===== src/rtl/fetch_unit.sv =====
// Instruction-fetch stage: owns the PC, fetches one word at a time over req/ack,
// hands it to decode over valid/ready and steers the next PC from the retiring op.
module fetch_unit #(
   parameter logic [31:0] RESET_PC = 32'h0000_0000
) (
   input  logic        clk,
   input  logic        rstn,
   output logic        imem_req,
   output logic [31:0] imem_addr,
   input  logic        imem_ack,
   input  logic [31:0] imem_rdata,
   output logic [31:0] inst_out,
   output logic [31:0] pc_out,
   output logic [31:0] pc_plus4,
   output logic        inst_valid,
   input  logic        inst_ready,
   input  logic [4:0]  npc_op,
   input  logic        br_taken,
   input  logic [31:0] imm,
   input  logic [31:0] alu_out,
   output logic        fetch_fault
);

   localparam logic [31:0] NOP_INST = 32'h0000_0013;

   localparam logic [4:0] NPC_PLUS4  = 5'b00000;
   localparam logic [4:0] NPC_BRANCH = 5'b00001;
   localparam logic [4:0] NPC_JAL    = 5'b00010;
   localparam logic [4:0] NPC_JALR   = 5'b00100;

   typedef enum logic [1:0] {
      S_IDLE  = 2'd0,
      S_FETCH = 2'd1,
      S_HOLD  = 2'd2,
      S_FAULT = 2'd3
   } state_t;

   state_t      r_state;
   logic [31:0] r_pc;
   logic [31:0] r_inst;
   logic        r_req;
   logic        r_valid;
   logic        r_fault;

   logic [31:0] w_pc_plus4;
   logic [31:0] w_npc;
   logic        w_misaligned;

   assign w_pc_plus4 = r_pc + 32'd4;

   // Unknown or multi-hot encodings fall back to sequential flow.
   always_comb begin
      w_npc = w_pc_plus4;
      case (npc_op)
         NPC_PLUS4:  w_npc = w_pc_plus4;
         NPC_BRANCH: w_npc = br_taken ? (r_pc + imm) : w_pc_plus4;
         NPC_JAL:    w_npc = r_pc + imm;
         NPC_JALR:   w_npc = alu_out & ~32'h0000_0001;
         default:    w_npc = w_pc_plus4;
      endcase
   end

   assign w_misaligned = (w_npc[1:0] != 2'b00);

   always_ff @(posedge clk) begin
      if (!rstn) begin
         r_state <= S_IDLE;
         r_pc    <= RESET_PC;
         r_inst  <= NOP_INST;
         r_req   <= 1'b0;
         r_valid <= 1'b0;
         r_fault <= 1'b0;
      end else begin
         case (r_state)
            S_IDLE: begin
               r_state <= S_FETCH;
               r_req   <= 1'b1;
            end
            S_FETCH: begin
               if (imem_ack) begin
                  r_inst  <= imem_rdata;
                  r_state <= S_HOLD;
                  r_req   <= 1'b0;
                  r_valid <= 1'b1;
               end
            end
            S_HOLD: begin
               if (inst_ready) begin
                  // Faulting target is still loaded so it can be inspected.
                  r_pc    <= w_npc;
                  r_valid <= 1'b0;
                  if (w_misaligned) begin
                     r_state <= S_FAULT;
                     r_fault <= 1'b1;
                  end else begin
                     r_state <= S_FETCH;
                     r_req   <= 1'b1;
                  end
               end
            end
            S_FAULT: begin
               r_state <= S_FAULT;
            end
            default: begin
               r_state <= S_IDLE;
               r_req   <= 1'b0;
               r_valid <= 1'b0;
            end
         endcase
      end
   end

   assign imem_req    = r_req;
   assign imem_addr   = r_pc;
   assign inst_out    = r_inst;
   assign pc_out      = r_pc;
   assign pc_plus4    = w_pc_plus4;
   assign inst_valid  = r_valid;
   assign fetch_fault = r_fault;

endmodule

===== config.mk =====
export PLATFORM = sky130hd
export DESIGN_NAME = fetch_unit
export DESIGN_NICKNAME = d
export VERILOG_FILES = /design/src/rtl/fetch_unit.sv
export SDC_FILE = /design/constraint.sdc
export NUM_CORES = 1
export LEC_CHECK = 0
export CAP_MARGIN = 40
export CORE_UTILIZATION = 40
export CTS_BUF_LIST = sky130_fd_sc_hd__clkbuf_16
export CTS_CLUSTER_DIAMETER = 80
export DETAILED_ROUTE_END_ITERATION = 10
export HOLD_SLACK_MARGIN = 0.1
export PLACE_DENSITY = 0.77
export RECOVER_POWER = 100
export SYNTH_ARGS = -nofsm -noshare
export SYNTH_HDL_FRONTEND = slang
export SYNTH_SLANG_ARGS = --single-unit

===== constraint.sdc =====
create_clock -name clk -period 3.8 [get_ports clk]
set_input_delay 0.95 -clock clk [delete_from_list [all_inputs] [get_ports clk]]
set_output_delay 0.95 -clock clk [all_outputs]
set_load 0.005 [all_outputs]

-- Word-level counts from Yosys, hierarchy flattened
Cells that the tools add are included.
- bits in registers: 69
- input port bits: 106
- word-level logic and storage cells: 40
- add/sub/neg operators: 2
- eq/ne operators: 9
- multiplexer cells: 13
- reductions and logical operators: 10
- operator list (kind ; count):
    32-bit one-hot mux with 3 select lines ; 1
    32-bit by 3-bit adder with 32-bit output (second input constant) ; 1
    32-bit adder ; 1
    32-bit two-way mux ; 1
    2-bit one-hot mux with 4 select lines ; 1
    2-bit two-way mux ; 3
    2-bit inequality test (second input constant) ; 3
    2-bit AND reduction ; 3
    3-bit AND reduction ; 2
    5-bit by 1-bit equality test with 1-bit output (second input constant) ; 1
    5-bit by 2-bit equality test with 1-bit output (second input constant) ; 1
    5-bit by 3-bit equality test with 1-bit output (second input constant) ; 1
    1-bit two-way mux ; 5
    2-bit equality test (second input constant) ; 2
    4-bit AND reduction ; 1
    2-bit nonzero test ; 2
    1-bit one-hot mux with 3 select lines ; 1
    3-bit nonzero test ; 1
    2-bit by 1-bit equality test with 1-bit output (second input constant) ; 1
    2-bit zero test ; 1
    1-bit one-hot mux with 2 select lines ; 1

-- Longest topological paths before layout
- depth in word-level cells: 7
- gate-level depth with buffers: 10
- mapped depth without buffers: 10

-- Least setup slack after synthesis
No wires, ideal clock.
- path type: input port to flip-flop
- start point: input port imm[0]
- end point: register r_pc[28] (netlist: imem_addr[28])
- setup time: 0.130 ns
- arrival: 2.862 ns
- data required time: 3.670 ns
- slack: 0.807 ns
- cell stages on the path: 10
- path buffers: 0
- cells stage by stage: ha_1 -> fa_1 -> a211oi_2 -> o21bai_2 -> a21oi_2 -> o31a_2 -> o21ai_1 -> a31oi_1 -> xor2_1 -> o22ai_1
- cells in the longest elaborated chain, start to end: 3
- ends and longest elaborated chain (what ; line ; RTL):
    from (decl) ; 19 ; input logic [31:0] imm,
    32-bit adder * ; 56, 57 ;
    32-bit two-way mux ; 56 ; NPC_BRANCH: w_npc = br_taken ? (r_pc + imm) : w_pc_plus4;
    32-bit one-hot mux with 3 select lines * ; 54 ; case (npc_op)
    to (signal assigned) ; 90 ; r_pc <= w_npc;
    to (decl) ; 39 ; logic [31:0] r_pc;
Every way passes the cells marked *; elsewhere a longest branch is shown, timed or not.
A chain may end at the register's enable or synchronous reset.

-- Worst setup path in the final report
- start point: register r_pc[11] (netlist: imem_addr[11])
- end point: output port pc_plus4[31]
- cells in the longest elaborated chain, start to end: 1
- ends and longest elaborated chain (what ; line ; RTL):
    32-bit by 3-bit adder with 32-bit output ; 49 ; assign w_pc_plus4 = r_pc + 32'd4;
    to (decl) ; 14 ; output logic [31:0] pc_plus4,
No other way between the ends.

==> impl_results.md <==
* Final Hold Fails at 0
* Min-Delay Path Class: reg -> reg
* Library cells used by synthesis at 76
* Max VDD drop at 0.183 mV
* RSZ-0062 raised after global routing: no
* Async set or reset register ratio after synthesis at 0%
* Fmax at 266 MHz
* CTS H-Tree Depth at 3
* DRT Wirelength at 19300 um
* DR pass1 iterations at 5
* Post-DR wirelength/cell at 17.6 um
* Top cells by area, synth: dfxtp_1 (25%), nand2_1 (8.5%), ha_1 (7.3%), a21oi_1 (5.9%), xnor2_1 (5.8%)
* Yosys warns at 0
* DP Area at 7870 um2
* CP Class: reg -> out
* Initial antenna violation count at 0
* Count of final setup violators at 0
* Placed Cells at 1078
* WP data arrival at 2800 ps
* Critical path's slowest cell: clkdlybuf4s50_1
* DIE WIDTH at 119 um
* Area of the multi-input gates at 3600 um2
* Seq/Total Area, Yosys at 25.3%
* Finished Layout Cells at 1096
* Pwr Density at 275 nW/um2
* Worst skew pair latency at 350 ps
* Detailed-route DRC error count at 0
* Status: complete, no violations
* Cts hold-fix bufs at 0
* Worst Setup SP: imem_addr[11]
* Vias in the first global route at 5661
* Element type at the critical path start: flop
* Layout fillers at 1202
* Post-layout minimum cycle time at 3750 ps
* Clock skew at 13.2 ps
* Worst setup EP type: output port
* Normalized max-slew margin at 18.6%
* Worst R2R Setup Slack at 820 ps
* Worst endpoint required time at 2850 ps
* Critical Path, Cell by Cell: and4_4, nand3_1, nor2_1, and3_1, nand2_1, xnor2_1, clkdlybuf4s50_1
* FF/Latch Area at 1380 um2
* Clock Sinks at 69
* Clock Tree Buf Depth at 2
* Vias at 6059
* CTS root buffer: clkbuf_16
* Slew Viols, Final at 0
* Vias per cell at 5.53
* Critical path's top delay family: simple AND/OR/NAND/NOR gates
* Total Routing Usage GR at 27.0%
* Port Buffers at 235
* Worst Max-Slew Pin Slew at 1210 ps
* Syn Inst Count at 705
* Leakage power at 3.51 nW
* Critical Path Fanout Max at 7
* Row count at 42
* Largest net degree at the start of global routing at 42
* Worst Hold Slack at 452 ps
* Initial DRC Count at 410
* I/O pin total at 237
* Synthesized cell area at 5460 um2
* Top cell type by total area after synthesis: dfxtp_1
* Clock buffer count from CTS at 9
* Antenna viol nets, final at 0
* Net count, final at 1054
* Hold Startpoint: inst_out[11]
* CTS tree: done
* Gp weighted congestion at 0.963
* Share of cells above drive strength 1 at 6.74%
* Die Height at 119 um
* RR Startpoint: imem_addr[9]
* Number of max-cap violations at 0
* Initial Utilization at 41.1%
* Area Growth Syn to Fin at 48.5%
* First-pass GRT wire length at 30100 um
* Post-synth EDFFs at 0
* Buf/Inv on CP at 1
* Crit-path max cell delay at 580 ps
* Total Die Area at 14100 um2
* Yosys top cell area share at 25.3%
* Detailed Place HPWL at 14500 um
* Overflow after GRT at 0
* Synth Area per Inst at 7.75 um2
* Post-route design area at 8110 um2
* Final worst-path cycle share at 98.8%
* Setup_tns at 0 ps
* Post-synth top flop: dfxtp_1
* Core Area at 13300 um2
* Post-Syn Nets at 844
* Reg clk slew, reported paths at 60 ps
* Most frequent cells in the layout: nand2_1 (124), clkdlybuf4s50_1 (124), dlygate4sd3_1 (110)
* Total inserted antenna cells at 0
* Seq cells post-synth at 69
## power by group
group | total (mW) | internal, mW | switching [mW]
combinational | 0.519 | 0.278 | 0.241
clock | 0.930 | 0.577 | 0.353
sequential | 0.786 | 0.757 | 0.0296
total | 2.23 | 1.61 | 0.623
## synthesized netlist by cell type, types with 3 or more instances
library cell,n
a211oi_1,4
a21boi_0,14
a21o_1,17
a21oi_1,64
a221oi_1,23
a31oi_1,11
and3_1,10
and4_1,4
buf_4,34
clkbuf_1,31
dfxtp_1,69
ha_1,32
inv_1,12
nand2_1,124
nand2b_1,4
nand3_1,23
nand4_1,7
nor2_1,29
nor2b_1,3
nor3_1,4
o211ai_1,4
o21a_1,6
o21ai_0,43
o21ai_1,5
o21bai_1,4
o22ai_1,8
o31ai_1,4
xnor2_1,36
xor2_1,20
## metal layers
metal	global-route usage [%]	vias up	routed length, um
met5	0	-	0
met4	7.20	0	289
met3	3.98	24	1130
met2	45.1	260	9030
met1	36.2	2827	8840
li1	-	2948	-
## layout make-up
class / instances / area share [%]
clock buffer: 9 / 2.78
clock inverter: 7 / 1.20
inverter: 12 / 0.555
multi-input combinational: 555 / 44.3
sequential: 69 / 17.1
tap: 176 / 2.71
timing repair buffer: 268 / 31.4
## state kept, by name, summed over array words and instances, names as in the netlist
| name | cells |
|---|---|
| inst_out | 32 |
| r_state | 2 |
| fetch_fault | 1 |
| inst_valid | 1 |
| imem_addr | 32 |
| imem_req | 1 |
## timing repair
| item | CTS | global route |
|---|---|---|
| pin swaps | 1 | 0 |
| setup endpoints to repair | 4 | 8 |
| setup buffers | 2 | 0 |
| resized for setup | 1 | 3 |
| cloned | 0 | 0 |
## worst paths after layout
kind	to	cells past startpoint
setup / recovery	pc_plus4[31]	7
hold reg to reg	inst_out[11]	2
hold / removal	inst_out[11]	2
setup reg to reg	imem_addr[24]	10
## worst min-delay path: cells and delay by family (launching register included)
kind | cells | cell delay [ps]
DFF | 1 | 300
and+or+nand+nor | 1 | 50
AOI/OAI and AO/OA | 1 | 50
## metrics by stage
step	power (mW)	setup slack, ps	util (%)
6_report	2.23	46.2	61.0
3_5_place_dp	1.34	172	59.2
5_1_grt	2.33	14.4	61.0
4_1_cts	2.27	11.6	61.7
2_1_floorplan	1.06	807	-
3_3_place_gp	1.34	190	59.2
## kinds of logic (layout without fill, tap and decap cells)
| logic type | count (synthesis) | after routing | share of synthesized area [%] |
|---|---|---|---|
| mux | 3 | 3 | 0.573 |
| compound gates | 237 | 237 | 29.5 |
| flops | 69 | 69 | 25.3 |
| xor+xnor | 56 | 56 | 8.98 |
| fa+ha+maj | 33 | 33 | 7.70 |
| buf+inv | 81 | 296 | 8.25 |
| simple gates | 226 | 226 | 19.7 |
Power figures use the tool's default switching activity.
